[src/rtl/pdm_pkg.sv]
// Shared constants for the PDM microphone peripheral: sample width, FIFO depth
// and the CPU-visible register map.
package pdm_pkg;

   localparam int PCM_WIDTH      = 16;
   localparam int PDM_FIFO_DEPTH = 16;

   localparam logic [7:0] REG_CTRL        = 8'h00;
   localparam logic [7:0] REG_CLKP        = 8'h04;
   localparam logic [7:0] REG_FIFO_DATA   = 8'h08;
   localparam logic [7:0] REG_FIFO_STATUS = 8'h0C;
   localparam logic [7:0] REG_WATERMARK   = 8'h10;

   // Field order of the status register, MSB first.
   typedef struct packed {
      logic       overflow;
      logic       underflow;
      logic       full;
      logic       empty;
      logic [4:0] level;
   } fifo_status_t;

   function automatic int fifo_level_width(input int depth);
      return $clog2(depth) + 1;
   endfunction

endpackage

[src/rtl/pdm_pcm_fifo_if.sv]
// Bundle between the decimator/CPU register block and the PCM sample FIFO.
interface pdm_pcm_fifo_if
   import pdm_pkg::*;
#(
   parameter int WIDTH = PCM_WIDTH,
   parameter int LW    = fifo_level_width(PDM_FIFO_DEPTH)
);

   logic             enable;
   logic [WIDTH-1:0] pcm_in;
   logic             pcm_valid_in;
   logic             pop;
   logic             clear;
   logic [LW-1:0]    watermark;
   logic [WIDTH-1:0] rd_data;
   logic [LW-1:0]    level;
   logic             empty;
   logic             full;
   logic             overflow;
   logic             underflow;
   logic             irq;

   modport master (
      output enable, pcm_in, pcm_valid_in, pop, clear, watermark,
      input  rd_data, level, empty, full, overflow, underflow, irq
   );

   modport slave (
      input  enable, pcm_in, pcm_valid_in, pop, clear, watermark,
      output rd_data, level, empty, full, overflow, underflow, irq
   );

endinterface

[src/rtl/pdm_fifo_mem.sv]
// Sample storage: register array with one synchronous write port and an
// asynchronous read port so the FIFO head is visible without latency.
module pdm_fifo_mem #(
   parameter int DEPTH = 16,
   parameter int WIDTH = 16,
   parameter int AW    = $clog2(DEPTH)
) (
   input  logic             clk,
   input  logic             wr_en,
   input  logic [AW-1:0]    wr_addr,
   input  logic [WIDTH-1:0] wr_data,
   input  logic [AW-1:0]    rd_addr,
   output logic [WIDTH-1:0] rd_data
);

   logic [WIDTH-1:0] mem [DEPTH];

   // Contents survive reset and clear; the pointers decide what is valid.
   always_ff @(posedge clk) begin
      if (wr_en) begin
         mem[wr_addr] <= wr_data;
      end
   end

   assign rd_data = mem[rd_addr];

endmodule

[src/rtl/pdm_pcm_fifo.sv]
// Show-ahead PCM sample FIFO behind the CIC3 decimator, with sticky
// overflow/underflow flags and a watermark interrupt.
module pdm_pcm_fifo
   import pdm_pkg::*;
#(
   parameter int DEPTH = PDM_FIFO_DEPTH,
   parameter int WIDTH = PCM_WIDTH
) (
   input  logic             clk,
   input  logic             rst_n,
   pdm_pcm_fifo_if.slave    bus
);

   localparam int LW = $clog2(DEPTH) + 1;
   localparam int AW = LW - 1;

   logic [LW-1:0]    wr_ptr;
   logic [LW-1:0]    rd_ptr;
   logic [LW-1:0]    wr_ptr_nxt;
   logic [LW-1:0]    rd_ptr_nxt;
   logic [LW-1:0]    level_q;
   logic             overflow_q;
   logic             underflow_q;
   logic             empty;
   logic             full;
   logic             pop_ok;
   logic             push_req;
   logic             push_ok;
   logic [WIDTH-1:0] mem_rd;

   assign empty    = (level_q == '0);
   assign full     = (level_q == LW'(DEPTH));
   assign pop_ok   = bus.pop & ~empty;
   assign push_req = bus.enable & bus.pcm_valid_in;
   // A simultaneous pop frees the slot, so a push into a full FIFO still lands.
   assign push_ok  = push_req & (~full | pop_ok);

   assign wr_ptr_nxt = push_ok ? wr_ptr + LW'(1) : wr_ptr;
   assign rd_ptr_nxt = pop_ok  ? rd_ptr + LW'(1) : rd_ptr;

   // Pointers wrap modulo 2*DEPTH so their difference distinguishes full from empty.
   always_ff @(posedge clk or negedge rst_n) begin
      if (!rst_n) begin
         wr_ptr      <= '0;
         rd_ptr      <= '0;
         level_q     <= '0;
         overflow_q  <= 1'b0;
         underflow_q <= 1'b0;
      end else if (bus.clear) begin
         wr_ptr      <= '0;
         rd_ptr      <= '0;
         level_q     <= '0;
         overflow_q  <= 1'b0;
         underflow_q <= 1'b0;
      end else begin
         wr_ptr  <= wr_ptr_nxt;
         rd_ptr  <= rd_ptr_nxt;
         level_q <= wr_ptr_nxt - rd_ptr_nxt;
         if (push_req & ~push_ok) begin
            overflow_q <= 1'b1;
         end
         if (bus.pop & empty) begin
            underflow_q <= 1'b1;
         end
      end
   end

   pdm_fifo_mem #(
      .DEPTH (DEPTH),
      .WIDTH (WIDTH),
      .AW    (AW)
   ) u_mem (
      .clk     (clk),
      .wr_en   (push_ok & ~bus.clear),
      .wr_addr (wr_ptr[AW-1:0]),
      .wr_data (bus.pcm_in),
      .rd_addr (rd_ptr[AW-1:0]),
      .rd_data (mem_rd)
   );

   assign bus.rd_data   = empty ? '0 : mem_rd;
   assign bus.level     = level_q;
   assign bus.empty     = empty;
   assign bus.full      = full;
   assign bus.overflow  = overflow_q;
   assign bus.underflow = underflow_q;
   assign bus.irq       = ((bus.watermark != '0) && (level_q >= bus.watermark)) || overflow_q;

endmodule

[src/flat_wrapper.sv]
// flat-port wrapper written by rule: the top's interface ports become plain ports
module pdm_pcm_fifo_flat import pdm_pkg::*;
#(
   parameter int DEPTH = PDM_FIFO_DEPTH,
   parameter int WIDTH = PCM_WIDTH
)
  (clk, rst_n, bus_enable, bus_pcm_in, bus_pcm_valid_in, bus_pop, bus_clear, bus_watermark, bus_rd_data, bus_level, bus_empty, bus_full, bus_overflow, bus_underflow, bus_irq);
  pdm_pcm_fifo_if #(.WIDTH(WIDTH), .LW((5))) bus_i ();
  input  logic clk;
  input  logic rst_n;
  input wire logic [$bits(bus_i.enable)-1:0] bus_enable;
  input wire logic [$bits(bus_i.pcm_in)-1:0] bus_pcm_in;
  input wire logic [$bits(bus_i.pcm_valid_in)-1:0] bus_pcm_valid_in;
  input wire logic [$bits(bus_i.pop)-1:0] bus_pop;
  input wire logic [$bits(bus_i.clear)-1:0] bus_clear;
  input wire logic [$bits(bus_i.watermark)-1:0] bus_watermark;
  output wire logic [$bits(bus_i.rd_data)-1:0] bus_rd_data;
  output wire logic [$bits(bus_i.level)-1:0] bus_level;
  output wire logic [$bits(bus_i.empty)-1:0] bus_empty;
  output wire logic [$bits(bus_i.full)-1:0] bus_full;
  output wire logic [$bits(bus_i.overflow)-1:0] bus_overflow;
  output wire logic [$bits(bus_i.underflow)-1:0] bus_underflow;
  output wire logic [$bits(bus_i.irq)-1:0] bus_irq;
  assign bus_i.enable = bus_enable;
  assign bus_i.pcm_in = bus_pcm_in;
  assign bus_i.pcm_valid_in = bus_pcm_valid_in;
  assign bus_i.pop = bus_pop;
  assign bus_i.clear = bus_clear;
  assign bus_i.watermark = bus_watermark;
  assign bus_rd_data = bus_i.rd_data;
  assign bus_level = bus_i.level;
  assign bus_empty = bus_i.empty;
  assign bus_full = bus_i.full;
  assign bus_overflow = bus_i.overflow;
  assign bus_underflow = bus_i.underflow;
  assign bus_irq = bus_i.irq;
  pdm_pcm_fifo #(.DEPTH(DEPTH), .WIDTH(WIDTH)) u_core (.clk(clk), .rst_n(rst_n), .bus(bus_i));
endmodule
[config.mk]
export PLATFORM = sky130hd
export DESIGN_NAME = pdm_pcm_fifo_flat
export DESIGN_NICKNAME = d
export VERILOG_FILES = /design/src/rtl/pdm_pkg.sv /design/src/rtl/pdm_pcm_fifo_if.sv /design/src/rtl/pdm_fifo_mem.sv /design/src/rtl/pdm_pcm_fifo.sv /design/src/flat_wrapper.sv
export SDC_FILE = /design/constraint.sdc
export NUM_CORES = 1
export LEC_CHECK = 0
export CORE_MARGIN = 8
export CORE_UTILIZATION = 53
export DETAILED_ROUTE_END_ITERATION = 6
export HOLD_SLACK_MARGIN = 0.02
export PLACE_DENSITY = 0.71
export SETUP_SLACK_MARGIN = 0.1
export SLEW_MARGIN = 20
export SYNTH_ARGS = -nofsm -noshare
export SYNTH_HDL_FRONTEND = slang
export SYNTH_SLANG_ARGS = --single-unit
[constraint.sdc]
create_clock -name clk -period 3.5 [get_ports clk]
set_clock_uncertainty 0.2 [all_clocks]
set_input_delay 1.05 -clock clk [delete_from_list [all_inputs] [get_ports clk]]
set_output_delay 1.05 -clock clk [all_outputs]
set_load 0.02 [all_outputs]
### Word-level counts from Yosys, hierarchy flattened

Memory sizes are Yosys's and may differ from the RTL's.
Cells that the tools add are included.

* register bits: 17
* RAM bits: 256
* bits of input ports: 27
* output and inout bits: 26
* logic and storage cells: 40
* memories kept: 1

* add/sub/neg operators: 3
* magnitude comparators: 1
* equality and inequality tests: 1
* mux-type cells: 12
* bitwise operators: 11
* reduce and logical (&&, ||, !) cells: 6

Memories
* u_core.u_mem.mem: depth 16, bits a word 16, rd ports 1, clocked after Yosys merged registers in 0, write ports 1, RTL line pdm_fifo_mem.sv:16 `logic [WIDTH-1:0] mem [DEPTH];`

Operator list (count)
* $mux 5: 5
* $mux 16: 1
* $add 5x1->5 const B: 2
* $and 1x1->1: 6
* $mux 1: 6
* $eq 5x5->1 const B: 1
* $ge 5x5->1: 1
* $logic_not 5->1: 1
* $reduce_bool 5->1: 1
* $sub 5x5->5: 1
* $not 1->1: 4
* $reduce_bool 2->1: 2
* $logic_and 1x1->1: 1
* $logic_or 1x1->1: 1
* $or 1x1->1: 1

### Logic depth before layout (Yosys ltp)

* depth in word-level cells: 9
* gate-level depth with buffers: 10
* depth with buffers taken out: 10

### Hierarchy

Synthesis repeated with hierarchy kept, for this count alone.

* cells, all modules: 541
* area, all modules: 10889.2 um2

Modules (own cells, without submodules)
* pdm_fifo_mem: times used 1, cells each 416, area each 9723.1 um2, seq. area each 7687.4 um2
* pdm_pcm_fifo: times used 1, cells each 125, area each 1166.1 um2, seq. area each 425.4 um2

### Worst setup path before layout

Ideal clock, no wire load.

* path kind: input to register
* from: input bus_pop
* to: memory u_core.u_mem.mem[0][0] (enable)
* library setup time: 0.409 ns
* data arrival time: 2.982 ns
* required time: 2.891 ns
* slack: -0.092 ns
* cell stages on the path: 5
* buffers on the path: 0
* cells stage by stage: inv_2 > a31oi_1 > and2_1 > nand2_1 > nor3_1

* cells in the longest elaborated chain, start to end: 6

Ends and longest elaborated chain
* from (decl): RTL line flat_wrapper.sv:14 `input wire logic [$bits(bus_i.pop)-1:0] bus_pop;`
* $and 1x1->1: RTL line pdm_pcm_fifo.sv:33 `assign pop_ok = bus.pop & ~empty;`
* $or 1x1->1: RTL line pdm_pcm_fifo.sv:36 `assign push_ok = push_req & (~full | pop_ok);`
* $and 1x1->1: RTL line pdm_pcm_fifo.sv:36
* $and 1x1->1: RTL line pdm_pcm_fifo.sv:74 `.wr_en (push_ok & ~bus.clear),`
* $mux 1: RTL line pdm_fifo_mem.sv:20 `if (wr_en) begin`
* $mux 1 (not written as such): RTL line pdm_fifo_mem.sv:21 `mem[wr_addr] <= wr_data;`
* to (decl): RTL line pdm_fifo_mem.sv:16

No other way between the ends.

### Worst setup path after layout

* from: register u_core.rd_ptr[0]
* to: output bus_rd_data[12]

* cells in the longest elaborated chain, start to end: 2

Ends and longest elaborated chain
* from (decl): RTL line pdm_pcm_fifo.sv:18 `logic [LW-1:0] rd_ptr;`
* from (signal assigned): RTL line pdm_pcm_fifo.sv:57 `rd_ptr <= rd_ptr_nxt;`
* $mem_v2 16x16
* $mux 16: RTL line pdm_pcm_fifo.sv:81 `assign bus.rd_data = empty ? '0 : mem_rd;`
* to (decl): RTL line flat_wrapper.sv:17 `output wire logic [$bits(bus_i.rd_data)-1:0] bus_rd_data;`

No other way between the ends.

==> metrics.txt <==
status=finished, violations left; failing checks=negative setup slack; number of DRC markers in iteration 0=566; Yosys warnings=0; met2 wire len=12.4 mm; Worst-Margin Slew=0.780 ns; GP Congestion=0.826; commonest non-fill, non-tap cell in the layout=edfxtp_1; Met3 Wirelength=1.93 mm; DP Wirelength=13.8 mm; Initial Util=54.2%; Synth Area in Compound Gates=0.898%; worst hold path type=flop to flop; Clock Tree Buf Depth=3; commonest non-fill, non-tap cells in the layout=edfxtp_1 (256), mux4_2 (78), buf_4 (46), clkdlybuf4s50_1 (29), clkbuf_16 (28); CTS tree=done; largest family of logic cells by synthesized area=multiplexers; Worst Setup SP=u_core.rd_ptr[0]$_DFF_PN0_; Reg-to-Reg Start=u_core.bus.level[3]$_DFF_PN0_; Netlist Area Pre-Place=0.0110 sq mm; crit share post-route=111%; Synth Area per Inst=21.6 sq um; placed insts=865; final setup violation count=16; r2r endpoint=u_core.bus.level[4]$_DFF_PN0_; Port Buf Inserts=52; xor/xnor share of the synthesized area=0.796%; Synth Area in Simple Gates=3.70%; Rel. slew slack=47.8%; vias in the first global route=5999; share of layout cells above drive strength 1=38.1%; post-synth net total=553; Worst R2R Setup Slack=0.34 ns; Core Util, Final=68.1%; clk slew on worst S/H paths=0.06 ns; TritonCTS Sinks=273; final WL=25.0 mm; Top Metal Used=met4; CTS root buf=clkbuf_16; adder-cell share of the synthesized area=1.89%; Worst Setup EP=bus_rd_data[12]; mux contribution to synthesized area=16.9%; Die Y=160 um; largest net degree at the start of global routing=26; number of synthesized flops with an enable pin=256; Synth Flop Type=edfxtp_1; drt wl/cell=26.9 um; n_diodes=0; first-pass GRT wire length=38.0 mm; Worst setup SP type=flop; async set-reset flop share out of synthesis=6.23%; Final WS setup=-0.384 ns; Final Total Pwr=10.1 mW; critical path peak fanout=6; Synth Register Bits=273; post-route ant nets=0; Metal-1 WL=9.98 mm; cells on worst reg2reg path=10; DRT Pass-1 Iters=5; All-Layer GR Usage=19.9%; element type at the critical path end=output port; dpl ws=-0.773 ns; Max Clock Freq=257 MHz; via-per-instance ratio=6.04; Clk Latency, worst-skew pair=0.53 ns; Hold Slack=0.343 ns; RSZ-0062 raised after global routing=true; Final Non-Filler Cells=931; MaxCap Viol Count=0; CP Data Required Time=2.25 ns; Fin. Hold Viols=0; full die area=0.0256 sq mm; Synth Instances=510; synth-to-layout area growth=25.7%; Leak=4.71 nW; Core Region=0.0203 sq mm; num rows=52; register area share after synthesis=73.7%; Fill cells=1256; Netlist cell types=40; maximum VDD drop=0.527 mV; Critical Path AT=2.63 ns; CTS buffer count=27; hold-fix buffers at CTS=0; H-tree Lvls=1; total power per unit cell area=728 mW/mm^2; global route overflow=0; max-slew violations=0; Nets=684; Tmin final=3.88 ns; IO Count=53; Setup CP Type=flop to output port; Residual DRC=0; vias after detailed routing=5627; Die Wd=160 um; initial antenna violation count=0
[cells by family (layout without fill, tap and decap cells)]
group / count (synthesis) / after routing
buffers and inverters: 37 / 188
multiplexers: 82 / 82
AND/OR/NAND/NOR: 75 / 75
adder cells (fa/ha/maj): 16 / 16
XOR/XNOR: 10 / 10
flip-flops: 273 / 273
AO/OA/AOI/OAI: 17 / 17
[worst max-delay path, stage by stage, from the launching register on]
cell     delay [ns]
dfrtp_4        0.51
buf_12         0.16
buf_12         0.13
buf_16         0.13
mux4_2         0.42
mux4_2         0.48
nor2b_4        0.14
buf_6          0.12
[final cells by class]
class / instances / area (sq um) / area share (%)
Multi-Input combinational cell: 200 / 2800 / 20.2
Tap cell: 270 / 338 / 2.44
Inverter: 15 / 56.3 / 0.407
Sequential cell: 273 / 8120 / 58.7
Timing Repair Buffer: 124 / 1480 / 10.7
Clock inverter: 18 / 343 / 2.48
Clock buffer: 31 / 691 / 5.00
[cells in the mapped netlist, types with 2 or more instances]
library cell / n / area (sq um)
nand2_1: 10 / 37.5
nor4_1: 2 / 12.5
xor2_1: 2 / 17.5
xnor2_1: 8 / 70.1
and2_1: 6 / 37.5
nor2b_4: 4 / 55.1
a21o_1: 3 / 22.5
mux4_2: 71 / 1600
ha_1: 15 / 188
o21ai_1: 3 / 15.0
buf_2: 3 / 15.0
dfrtp_1: 17 / 425
buf_4: 4 / 30.0
nand2b_1: 3 / 18.8
mux2i_1: 2 / 20.0
buf_12: 3 / 60.1
nor2_1: 27 / 101
and4_1: 2 / 17.5
a21oi_1: 6 / 30.0
nor2b_1: 12 / 75.1
clkbuf_1: 5 / 18.8
mux4_1: 9 / 236
nor3_1: 4 / 20.0
a31oi_1: 2 / 12.5
edfxtp_1: 256 / 7690
buf_1: 3 / 11.3
o21ai_0: 2 / 10.0
inv_1: 14 / 52.6
[worst min path at each step]
| stage | startpoint | endpoint | depth (start not counted) |
|---|---|---|---|
| 4_1_cts | u_core.bus.underflow$_DFFE_PN0P_ | u_core.bus.underflow$_DFFE_PN0P_ | 2 |
| 3_3_place_gp | u_core.bus.underflow$_DFFE_PN0P_ | u_core.bus.underflow$_DFFE_PN0P_ | 2 |
| 3_5_place_dp | u_core.bus.underflow$_DFFE_PN0P_ | u_core.bus.underflow$_DFFE_PN0P_ | 2 |
| 2_1_floorplan | u_core.rd_ptr[4]$_DFF_PN0_ | u_core.rd_ptr[4]$_DFF_PN0_ | 2 |
| 6_report | u_core.bus.underflow$_DFFE_PN0P_ | u_core.bus.underflow$_DFFE_PN0P_ | 2 |
| 5_1_grt | u_core.bus.underflow$_DFFE_PN0P_ | u_core.bus.underflow$_DFFE_PN0P_ | 2 |
[flip-flops by register name, indices dropped and copies added (netlist names)]
signal / flops
u_core.rd_ptr: 5
u_core.u_mem.mem: 256
u_core.bus.level: 5
u_core.bus.overflow: 1
u_core.wr_ptr: 5
u_core.bus.underflow: 1
[routing by layer]
layer  global-route usage (%)  vias to the layer above
li1                         -                     2343
met1                     26.1                     2943
met2                     33.0                      287
met3                     4.04                       54
met4                     6.20                        0
met5                        0                        -
[power by group]
group          switching [mW]  internal, mW  leakage (nW)
Clock                    1.21          2.15         0.502
Sequential             0.0658          3.62          2.53
Combinational            1.30          1.72          1.68
[repair_timing]
action / CTS / global route
gates cloned: 7 / 1
buffers inserted: 8 / 4
setup endpoints to repair: 19 / 19
pin swaps: 7 / 1
gates resized for setup: 127 / 28
[metrics by stage]
step / TNS [ns] / instance area [sq um]
6_report: -5.14 / 13800
5_1_grt: -6.13 / 13800
4_1_cts: -6.22 / 13700
3_5_place_dp: -4.08 / 12400
3_3_place_gp: -3.90 / 12400
2_1_floorplan: 0 / 11000
Power figures use the tool's default switching activity.
